<file path="src/rtl/itr_ctrl_if.sv">
// Core-facing handshake of the vectored interrupt controller.
interface itr_ctrl_if #(
   parameter int unsigned MINSTW = 9
);
   logic              itr_req;
   logic [MINSTW-1:0] itr_vec;
   logic              itr_ack;
   logic [MINSTW-1:0] pc_addr;
   logic              reti;
   logic [MINSTW-1:0] ret_addr;
   logic              itr_act;
   logic              itr_err;

   // Controller side
   modport slave (
      output itr_req, itr_vec, ret_addr, itr_act, itr_err,
      input  itr_ack, pc_addr, reti
   );

   // Processor core side
   modport master (
      input  itr_req, itr_vec, ret_addr, itr_act, itr_err,
      output itr_ack, pc_addr, reti
   );
endinterface

</file>
<file path="src/rtl/itr_ctrl.sv">
// Multi-channel vectored interrupt controller with prioritised sources,
// enable mask, per-channel vectors and a nested return-address stack.
module itr_ctrl #(
   parameter int unsigned NITR    = 4,
   parameter int unsigned MINSTW  = 9,
   parameter int unsigned ITRBASE = 1,
   parameter int unsigned ITRSTP  = 4,
   parameter int unsigned NDEPTH  = 2,
   parameter int unsigned EDGE    = 1
) (
   input  logic            clk,
   input  logic            rst,
   input  logic [NITR-1:0] itr_in,
   input  logic            msk_wr,
   input  logic [NITR-1:0] msk_in,
   output logic [NITR-1:0] msk_out,
   itr_ctrl_if.slave       core
);

   localparam int unsigned CW = (NITR > 1) ? $clog2(NITR) : 1;
   localparam int unsigned DW = $clog2(NDEPTH + 1);

   logic [NITR-1:0]   pending;
   logic [NITR-1:0]   mask;
   logic [NITR-1:0]   prev;
   logic [NITR-1:0]   trig;
   logic [NITR-1:0]   cand_oh;
   logic              cand_vld;
   logic [CW-1:0]     cand_idx;
   logic [MINSTW-1:0] stk_addr [NDEPTH];
   logic [CW-1:0]     stk_ch   [NDEPTH];
   logic [DW-1:0]     depth;
   logic [DW-1:0]     top;
   logic [MINSTW-1:0] top_addr;
   logic [CW-1:0]     top_ch;
   logic              empty;
   logic              full;
   logic              req;
   logic              accept;
   logic              pop;
   logic              err;

   // Lowest-index enabled pending channel wins
   always_comb begin
      cand_vld = 1'b0;
      cand_idx = '0;
      cand_oh  = '0;
      for (int i = NITR - 1; i >= 0; i--) begin
         if (pending[i] && mask[i]) begin
            cand_vld   = 1'b1;
            cand_idx   = CW'(i);
            cand_oh    = '0;
            cand_oh[i] = 1'b1;
         end
      end
   end

   // Top-of-stack read; zero when the stack is empty
   always_comb begin
      top      = depth - DW'(1);
      top_addr = '0;
      top_ch   = '0;
      for (int i = 0; i < NDEPTH; i++) begin
         if (!empty && (DW'(i) == top)) begin
            top_addr = stk_addr[i];
            top_ch   = stk_ch[i];
         end
      end
   end

   assign empty  = (depth == '0);
   assign full   = (depth == DW'(NDEPTH));
   // Only a strictly higher-priority channel may preempt the one in service
   assign req    = cand_vld && !full && (empty || (cand_idx < top_ch));
   assign trig   = (EDGE != 0) ? (itr_in & ~prev) : itr_in;
   // A simultaneous reti takes precedence and the ack is dropped
   assign accept = core.itr_ack && req && !core.reti;
   assign pop    = core.reti && !empty;

   assign core.itr_req  = req;
   assign core.itr_vec  = MINSTW'(ITRBASE + ITRSTP * 32'(cand_idx));
   assign core.ret_addr = top_addr;
   assign core.itr_act  = !empty;
   assign core.itr_err  = err;
   assign msk_out       = mask;

   // Pending capture, mask register, return stack and sticky error
   always_ff @(posedge clk or posedge rst) begin
      if (rst) begin
         pending <= '0;
         mask    <= '0;
         prev    <= '0;
         depth   <= '0;
         err     <= 1'b0;
         for (int i = 0; i < NDEPTH; i++) begin
            stk_addr[i] <= '0;
            stk_ch[i]   <= '0;
         end
      end else begin
         prev <= itr_in;
         if (msk_wr) begin
            mask <= msk_in;
         end
         // New trigger on the accepted channel overrides the clear
         pending <= (pending & ~({NITR{accept}} & cand_oh)) | trig;
         if (pop) begin
            depth <= depth - DW'(1);
         end else if (accept) begin
            depth <= depth + DW'(1);
         end
         for (int i = 0; i < NDEPTH; i++) begin
            if (accept && (DW'(i) == depth)) begin
               stk_addr[i] <= core.pc_addr;
               stk_ch[i]   <= cand_idx;
            end
         end
         if (core.reti && (empty || core.itr_ack)) begin
            err <= 1'b1;
         end
      end
   end

endmodule

</file>
<file path="src/flat_wrapper.sv">
// flat-port wrapper written by rule: the top's interface ports become plain ports
module itr_ctrl_flat 
#(
   parameter int unsigned NITR    = 4,
   parameter int unsigned MINSTW  = 9,
   parameter int unsigned ITRBASE = 1,
   parameter int unsigned ITRSTP  = 4,
   parameter int unsigned NDEPTH  = 2,
   parameter int unsigned EDGE    = 1
)
  (clk, rst, itr_in, msk_wr, msk_in, msk_out, core_itr_req, core_itr_vec, core_ret_addr, core_itr_act, core_itr_err, core_itr_ack, core_pc_addr, core_reti);
  itr_ctrl_if #(.MINSTW(MINSTW)) core_i ();
  input  logic clk;
  input  logic rst;
  input  logic [NITR-1:0] itr_in;
  input  logic msk_wr;
  input  logic [NITR-1:0] msk_in;
  output logic [NITR-1:0] msk_out;
  output wire logic [$bits(core_i.itr_req)-1:0] core_itr_req;
  output wire logic [$bits(core_i.itr_vec)-1:0] core_itr_vec;
  output wire logic [$bits(core_i.ret_addr)-1:0] core_ret_addr;
  output wire logic [$bits(core_i.itr_act)-1:0] core_itr_act;
  output wire logic [$bits(core_i.itr_err)-1:0] core_itr_err;
  input wire logic [$bits(core_i.itr_ack)-1:0] core_itr_ack;
  input wire logic [$bits(core_i.pc_addr)-1:0] core_pc_addr;
  input wire logic [$bits(core_i.reti)-1:0] core_reti;
  assign core_itr_req = core_i.itr_req;
  assign core_itr_vec = core_i.itr_vec;
  assign core_ret_addr = core_i.ret_addr;
  assign core_itr_act = core_i.itr_act;
  assign core_itr_err = core_i.itr_err;
  assign core_i.itr_ack = core_itr_ack;
  assign core_i.pc_addr = core_pc_addr;
  assign core_i.reti = core_reti;
  itr_ctrl #(.NITR(NITR), .MINSTW(MINSTW), .ITRBASE(ITRBASE), .ITRSTP(ITRSTP), .NDEPTH(NDEPTH), .EDGE(EDGE)) u_core (.clk(clk), .rst(rst), .itr_in(itr_in), .msk_wr(msk_wr), .msk_in(msk_in), .msk_out(msk_out), .core(core_i));
endmodule
</file>
<file path="config.mk">
export PLATFORM = sky130hd
export DESIGN_NAME = itr_ctrl_flat
export DESIGN_NICKNAME = d
export VERILOG_FILES = /design/src/rtl/itr_ctrl_if.sv /design/src/rtl/itr_ctrl.sv /design/src/flat_wrapper.sv
export SDC_FILE = /design/constraint.sdc
export NUM_CORES = 1
export LEC_CHECK = 0
export ABC_AREA = 1
export CAP_MARGIN = 20
export CORE_UTILIZATION = 25
export DETAILED_ROUTE_END_ITERATION = 10
export GPL_TIMING_DRIVEN = 0
export MAX_ROUTING_LAYER = met4
export PLACE_DENSITY = 0.48
export SLEW_MARGIN = 40
export SYNTH_ARGS = -nofsm -noshare
export SYNTH_HDL_FRONTEND = slang
export SYNTH_SLANG_ARGS = --single-unit
</file>
<file path="constraint.sdc">
create_clock -name clk -period 3.04 [get_ports clk]
set_input_delay 0.608 -clock clk [delete_from_list [all_inputs] [get_ports clk]]
set_output_delay 0.608 -clock clk [all_outputs]
set_load 0.005 [all_outputs]
</file>
==> results.toml, run 1 <==
[floorplan]
dieHeight_um = 88.27
num_rows = 31
start_util_pct = 25.79
die_w_um = 88.27
dieArea_um2 = 7791
num_io_pins = 47
coreArea_um2 = 7214

[global_route]
grt_pass1_vias = 1495
track_usage_pct = 12.92
grt_pass1_wl_um = 7307
grt_max_degree = 23
grt_overflow = 0
grt_antenna_before_repair = 0

[cts]
cts_tree = "done"
root_buffer = "clkbuf_8"
htree_levels = 2
clock-sinks = 36
cts_made_buffers = 5
clk_latency_ns = 0.29
path_clk_slew_ns = 0.07
cts_buffer_depth = 2
ctsHoldBuffers = 0

[sta]
hold_viol = 0
period_minus_slack_ns = 2.769
rsz0062_at_grt = "no"
fmax_mhz = 361.2
finalClockSkew_ns = 0.004557
timing.final.max_slew_violations = 0
setup_viol = 0
period_share_pct = 91.08
hold-worst-slack_ns = 0.4775

[place]
detailed_place.area_um2 = 2421
dp_hpwl_um = 2989
routabilityCongestion = 0.7695
numPortBuffers = 39

[yosys]
synth.distinct_cells = 31
synth_warnings = 0
synthFlopType = "dfrtp_1"
synth-edff-count = 0
synth-seq-cells = 36
synthArstFlopShare_pct = 100.0
synth_cells = 207
syn_avg_cell_area_um2 = 8.988
netlist_area_um2 = 1861
yosysSeqAreaShare_pct = 48.42

[critical_path]
crit_path_top_delay_cell = "dfrtp_1"
crit_path_start_kind = "flip-flop"
critPathMaxStageDelay_ns = 0.43
critPathCaptureType = "output port"
crit_type = "flip-flop to output port"
critical_path.cell_chain = "inv_2, ha_4, clkbuf_8, a22oi_2, ha_1, nand2_2, nand2_4, a21oi_4, buf_6, dlygate4sd2_1"
path_max_fanout = 3
required_ns = 2.43
cp_data_arrival_time_ns = 2.16

[route]
dr.first_iter.drc_count = 44
viasPerCell = 4.203
num_vias = 1534
drc = 0
wl_um = 4354
drtAntennaViolNets = 0
wl_per_cell_um = 11.93
first_pass_iters = 4

[layout]
syn2layout_area_growth_pct = 40.48
final_cell_area_um2 = 2614
drive_above_1_share_pct = 22.18
insertedDiodeCount = 0
layout.nets = 291

[run]
cap_violations = 0

[power]
p_per_area_nw_per_um2 = 828.8
p_leak_nw = 1.265
vdd_drop_max_uv = 293.0

[worst_hold_path]
hold_class = "flip-flop to flip-flop"

[run_status]
status = "completed"
-- logic make-up (layout without fill, tap and decap cells) --
kind of cell,after synthesis,in the layout,share of synthesized area (%)
and+or+nand+nor,91,91,24.14
buffers and inverters,44,98,11.77
DFF,36,36,48.42
AOI/OAI and AO/OA,26,26,10.29
adders and majority gates,4,4,2.690
muxes,3,3,1.816
other,2,7,0.4036
xor gates and xnor gates,1,1,0.4708
-- worst paths after layout --
check / cells after the start / endpoint / slack [ns] / startpoint
min: 3 / u_core.pending[3] / 0.48 / u_core.prev[3]
max: 10 / core_itr_req / 0.27 / u_core.depth[0]
max reg2reg: 12 / u_core.stk_addr[4] / 1.03 / u_core.depth[0]
min in group asynchronous: 2 / u_core.prev[1] / 0.60 / rst
min reg2reg: 3 / u_core.pending[3] / 0.48 / u_core.prev[3]
max in group asynchronous: 3 / u_core.stk_addr[4] / 2.01 / rst
-- critical path, delay by kind of cell, from the launching register on --
family	cells	cell delay, ns
buffers and inverters	4	0.56
DFF	1	0.43
adders and majority gates	2	0.42
AOI/OAI and AO/OA	2	0.31
and+or+nand+nor	2	0.15
-- synth_stat cells (3+ instances only) --
master / n / area share (%)
a22o_1: 7 / 3.3
buf_4: 9 / 3.6
dfrtp_1: 36 / 48
ha_1: 4 / 2.7
inv_1: 27 / 5.4
mux2_2: 3 / 1.8
nand2_1: 57 / 11
nand2_2: 5 / 1.7
nand3_1: 3 / 0.81
nand4_1: 14 / 4.7
nor2_1: 5 / 1.0
o21ai_0: 3 / 0.81
o21ai_1: 9 / 2.4
-- final cells by class --
class	count	area [µm²]
clock inverter	2	10.01
tap	99	123.9
clock buffer	6	82.58
sequential	36	900.9
buffer	14	113.9
multi-input combinational	132	800.8
inverter	30	120.1
fill	773	4601
timing repair buffer	46	461.7
-- per-layer routing --
metal,part of all wire [%],GRT usage [%]
met4,1.3,4.399
met1,48,15.99
met5,0,-
met3,6.1,3.638
met2,45,20.28
-- power by group --
part           total, mW  switching (mW)  internal (mW)
clock network      0.355           0.174          0.181
logic               1.08           0.551          0.533
registers          0.727          0.0938          0.634
total               2.17           0.819           1.35
-- state kept, by name, indices dropped and copies added, names as in the netlist --
signal,cells
u_core.depth,2
u_core.prev,4
u_core.pending,4
u_core.msk_out,4
u_core.core.itr_err,1
u_core.stk_ch,3
u_core.stk_addr,18
-- stage by stage --
stage                     TNS, ns  utilization, %  cells  power [mW]  setup slack (ns)
after floorplan                 0               -    212       1.314            0.6994
after global placement    -0.1397           33.18    350       1.673           -0.1397
after detailed placement  -0.1443           33.56    351       1.685           -0.1443
after CTS                       0           36.23    365       2.194            0.2560
after global routing            0           36.23    365       2.339            0.1575
final                           0           36.23    365       2.166            0.2713
-- cell usage in the layout (no fill, tap or decap) --
cell,count
buf_16,1
o21ai_1,9
nand4_2,1
o21ai_4,1
nor2_2,1
nand4_4,1
inv_1,22
inv_2,3
o21bai_1,1
nand2_4,3
dfrtp_1,36
clkbuf_8,7
clkinv_2,2
mux2_2,3
a22oi_2,1
buf_2,2
ha_4,2
nand2_2,5
xnor2_1,1
nand4_1,14
a21oi_2,3
conb_1,7
o21ai_0,3
nor2_1,5
clkinv_1,2
a22o_1,7
clkdlybuf4s50_1,38
inv_4,3
a21oi_4,1
nand3_1,3
nand3_2,2
ha_1,2
buf_4,15
nand2_1,56
buf_6,2
dlygate4sd2_1,1
-- repair_timing --
| item | 4_1_cts | 5_1_grt |
|---|---|---|
| setup endpoints to repair | 1 | 0 |
| endpoints found under the hold margin | 0 | 0 |
| resized for setup | 18 | 0 |
| buffers inserted | 6 | 0 |
Note: power is estimated with default switching activity, not from simulation.
==> run 2, diff against run 1 <==
DONT_BUFFER_PORTS = 1   (was not set)
PLACE_DENSITY = 0.4   (was 0.48)
SKIP_LAST_GASP = 1   (was not set)
==> run 2 against run 1 <==
Net effect:
- register-to-register slack worse by 0.22 ns
- non-clock buffer count fell by 46
- clock skew increased by 0.0063 ns
- global-route usage is 0.72 points lower
- via count is 13% lower
- flip-flop and latch count stayed put
- critical path depth increased by 1
==> results.toml, run 2 (synthesized netlist as in run 1, its figures left out) <==
[run_status]
status = "completed"

[power]
p_int_mw = 1.154
p_leak_nw = 1.070
power_frac_seq_pct = 37.8
vdd_drop_max_uv = 317.1
p_switching_uw = 745.5
p_per_area_nw_per_um2 = 897.3
pwr-share-clk_pct = 22.2
p_comb_share_pct = 40.0
power_switching_share_pct = 39.25

[layout]
final_cell_mix = "nand2_1, dfrtp_1, inv_1, nand4_1"
syn2layout_area_growth_pct = 13.79
top_register = "u_core.stk_addr"
insertedDiodeCount = 0
layout.nets = 245
largest_reg_flops = 18
final_util_pct = 29.34
drive_above_1_share_pct = 19.55
multiInputGateArea_um2 = 759.5
final_common_cell = "nand2_1"
register_area_um2 = 900.9
stdcell_count = 319
fillerInstances = 800
final_cell_area_um2 = 2117

[sta]
period_share_pct = 93.88
timing.final.max_slew_violations = 0
finalClockSkew_ns = 0.01083
setup_tns_ns = 0
period_minus_slack_ns = 2.854
fmax_mhz = 350.4
hold_viol = 0
rsz0062_at_grt = "no"
setup_viol = 0

[cts]
post_cts_buffers = 0
path_clk_slew_ns = 0.08
cts_buffer_depth = 2
cts_made_buffers = 5
root_buffer = "clkbuf_8"
clock-sinks = 36
ctsHoldBuffers = 0
post_cts_resize_count = 2
cts_tree = "done"
htree_levels = 2
clk_latency_ns = 0.29

[place]
dp_hpwl_um = 2950
dp.cells = 311
numPortBuffers = 0
routabilityCongestion = 0.7209
detailed_place.area_um2 = 2006

[critical_path]
crit_type = "flip-flop to output port"
crit_path_top_delay_cell = "dfrtp_1"
critical_path.cell_chain = "inv_1, ha_1, inv_1, nand2_1, inv_4, a22oi_1, ha_1, nand2_2, nand2_4, a21oi_4, buf_6"
path_max_fanout = 9
reg2reg_depth = 14
crit_path_start_kind = "flip-flop"
critPathMaxStageDelay_ns = 0.37
reg2reg_slack_ns = 0.81
cp_data_arrival_time_ns = 2.25
critPathCaptureType = "output port"
required_ns = 2.43

[route]
drtAntennaViolNets = 0
num_vias = 1341
dr.first_iter.drc_count = 84
viasPerCell = 4.204
drc = 0
first_pass_iters = 4
wl_per_cell_um = 13.08
wl_um = 4172

[global_route]
grt_max_degree = 37
grt_antenna_before_repair = 0
grt.busiest_layer = "met2"
grt_util_met2_pct = 18.53
track_usage_pct = 12.21
grt_pass1_wl_um = 6824
grt.met3_usage_pct = 4.384
grt_overflow = 0
grt_pass1_vias = 1400
grt_use_met1_pct = 14.75

[run]
cap_violations = 0

[floorplan]
num_rows = 31
die_w_um = 88.27
dieArea_um2 = 7791
num_io_pins = 47
coreArea_um2 = 7214
dieHeight_um = 88.27
start_util_pct = 25.79

[worst_hold_path]
hold_class = "primary input to asynchronous set/reset pin"
==> run 2: cell types whose count changed in the layout (fill, tap and decap cells not counted), sizes merged <==
| cell | delta |
|---|---|
| clkdlybuf4s50 | -38 |
| buf | -7 |
| bufinv | +1 |
| clkinv | -1 |
| dlygate4sd2 | -1 |
==> run 2: worst paths after layout <==
kind | from | end
max reg2reg | u_core.depth[0] | u_core.stk_addr[1]
max | u_core.depth[0] | core_itr_req
max in group asynchronous | rst | u_core.msk_out[0]
min in group clk | itr_in[2] | u_core.prev[2]
min reg2reg | u_core.pending[1] | u_core.pending[1]
min | rst | u_core.stk_addr[15]
==> run 2: routing by layer <==
layer,vias to the layer above,routed length (µm)
met5,-,0
met4,0,57
met3,7,352
met2,44,1934
met1,618,1828
li1,672,-
==> run 2: area by class of cell <==
class	count	area share [%]
Buffer	14	4.965
Clock buffer	6	3.428
Clock inverter	2	1.655
Inverter	30	5.674
Multi-Input combinational cell	132	35.87
Sequential cell	36	42.55
Tap cell	99	5.851
==> run 2: power groups by stage <==
stage	Combinational, mW	Clock [mW]	Sequential, mW
2_1_floorplan	0.610	0	0.704
3_3_place_gp	0.761	0	0.725
3_5_place_dp	0.766	0	0.726
4_1_cts	0.770	0.439	0.717
5_1_grt	0.871	0.466	0.736
6_report	0.759	0.422	0.718
==> run 2: metrics by stage <==
step / total power [mW] / setup slack (ns) / hold slack, ns
2_1_floorplan: 1.314 / 0.6994 / 0.4421
3_5_place_dp: 1.491 / 0.3067 / 0.4629
4_1_cts: 1.926 / 0.1175 / 0.2228
5_1_grt: 2.073 / 0.01294 / 0.2296
3_3_place_gp: 1.486 / 0.2804 / 0.4612
6_report: 1.900 / 0.1860 / 0.1965
==> run 2: worst max-delay path, delay by kind of cell, from the launching register on <==
family                   cells  cell delay [ns]
AO/OA/AOI/OAI                2             0.25
flip-flops                   1             0.37
adder cells (fa/ha/maj)      2             0.51
AND/OR/NAND/NOR              3             0.29
buffers and inverters        4             0.52
==> run 3, diff against run 2 <==
PLACE_DENSITY = 0.42   (was 0.4)
clock period = 2.5 ns   (was 3.04 ns; I/O delays follow)
==> run 3 against run 2 <==
Net effect:
- clock skew down 0.0018 ns
- largest power group unchanged
- flip-flop and latch count unchanged
- die area unchanged
==> results.toml, run 3 (synthesized netlist as in run 1, its figures left out) <==
[layout]
drive_above_1_share_pct = 26.72
final_util_pct = 31.34
top_register = "u_core.stk_addr"
layout.nets = 258
final_cell_area_um2 = 2261
insertedDiodeCount = 0
final_cell_mix = "nand2_1, dfrtp_1, inv_1, buf_4, nand4_1"
largest_reg_flops = 18
final_common_cell = "nand2_1"
fillerInstances = 801
syn2layout_area_growth_pct = 21.52

[global_route]
track_usage_pct = 12.47
grt_max_degree = 23
grt_antenna_before_repair = 0
grt_overflow = 0
grt_pass1_vias = 1398
grt_pass1_wl_um = 6844

[cts]
clk_latency_ns = 0.29
cts_buffer_depth = 2
cts_made_buffers = 5
ctsHoldBuffers = 0
cts_tree = "done"
path_clk_slew_ns = 0.07
root_buffer = "clkbuf_8"
htree_levels = 2
clock-sinks = 36

[route]
num_vias = 1369
wl_um = 4264
wl_per_cell_um = 12.88
first_pass_iters = 4
drtAntennaViolNets = 0
dr.first_iter.drc_count = 37
viasPerCell = 4.136
drc = 0

[run_status]
status = "completed"

[critical_path]
required_ns = 2.00
crit_type = "flip-flop to output port"
critPathCaptureType = "output port"
crit_path_start_kind = "flip-flop"
path_max_fanout = 5
cp_data_arrival_time_ns = 1.95

[run]
cap_violations = 0

[floorplan]
dieArea_um2 = 7791
dieHeight_um = 88.27
start_util_pct = 25.79
die_w_um = 88.27
num_io_pins = 47
coreArea_um2 = 7214
num_rows = 31

[sta]
hold-worst-slack_ns = 0.06274
fmax_mhz = 407.9
rsz0062_at_grt = "yes"
period_minus_slack_ns = 2.452
finalClockSkew_ns = 0.008987
period_share_pct = 98.06
hold_viol = 0
fin_ws_ns = 0.04848
timing.final.max_slew_violations = 0
setup_viol = 0

[place]
dp_hpwl_um = 2995
dp_slack_ns = -0.1435
routabilityCongestion = 0.7112
detailed_place.area_um2 = 2031
numPortBuffers = 0

[power]
p_per_area_nw_per_um2 = 1079
p_leak_nw = 1.136
vdd_drop_max_uv = 283.6

[worst_hold_path]
hold_class = "primary input to asynchronous set/reset pin"
-- run 3: cell count changes in the layout (fill, tap and decap cells not counted), sizes merged --
cell and delta:
buf +14, clkbuf -1, bufinv -1
-- run 3: report_power, final --
group          switching (mW)  internal (mW)  leakage, nW
combinational           0.650          0.513        0.668
sequential              0.112          0.771        0.427
clock                   0.205          0.190       0.0410
total                   0.967           1.47         1.14
-- run 3: per-stage QoR --
| step | TNS [ns] | instances | power (mW) |
|---|---|---|---|
| after floorplan | 0 | 212 | 1.598 |
| after CTS | 0 | 323 | 2.372 |
| after global routing | -0.04370 | 331 | 2.645 |
| after detailed placement | -0.1435 | 312 | 1.826 |
| after global placement | -0.1314 | 311 | 1.806 |
| final | 0 | 331 | 2.440 |
-- run 3: cell type report --
class	count	area [µm²]	share of cell area, %
Sequential cell	36	900.9	39.85
Multi-Input combinational cell	132	808.3	35.75
Tap cell	99	123.9	5.479
Inverter	30	120.1	5.313
Timing Repair Buffer	13	115.1	5.091
Buffer	14	115.1	5.091
Clock buffer	6	72.57	3.210
Clock inverter	1	5.005	0.2214
-- run 3: path summary, 6_finish.rpt --
| path | from | endpoint | slack [ns] | cells past startpoint |
|---|---|---|---|---|
| max in group asynchronous | rst | u_core.stk_addr[16] | 2.02 | 2 |
| worst max-delay path | u_core.depth[0] | core_itr_req | 0.05 | 10 |
| min in group clk | itr_in[0] | u_core.prev[0] | 0.24 | 0 |
| worst min-delay path | rst | u_core.prev[1] | 0.06 | 1 |
| worst min register to register | u_core.prev[3] | u_core.pending[3] | 0.47 | 3 |
| worst max register to register | u_core.depth[0] | u_core.stk_addr[2] | 0.39 | 14 |
-- run 3: metal layers --
layer  wire length, µm  GRT usage, %  part of all wire (%)
met5                 0             -                     0
met3               337         4.478                   7.9
met4                53         4.399                   1.2
met2              1976         20.07                    46
met1              1897         14.34                    44
-- run 3: worst max-delay path, stage by stage (launching register included) --
cell	delay, ns
dfrtp_1	0.41
buf_4	0.15
ha_4	0.17
nand2_4	0.07
inv_4	0.03
a22oi_2	0.12
ha_1	0.26
nand2_2	0.09
nand2_4	0.06
a21oi_4	0.14
buf_6	0.14
-- run 3: timing repair --
item / CTS / global route
endpoints found under the setup margin: 1 / 1
resized for setup: 15 / 3
pin swaps: 3 / 6
setup buffers: 3 / 8
cloned: 1 / 0
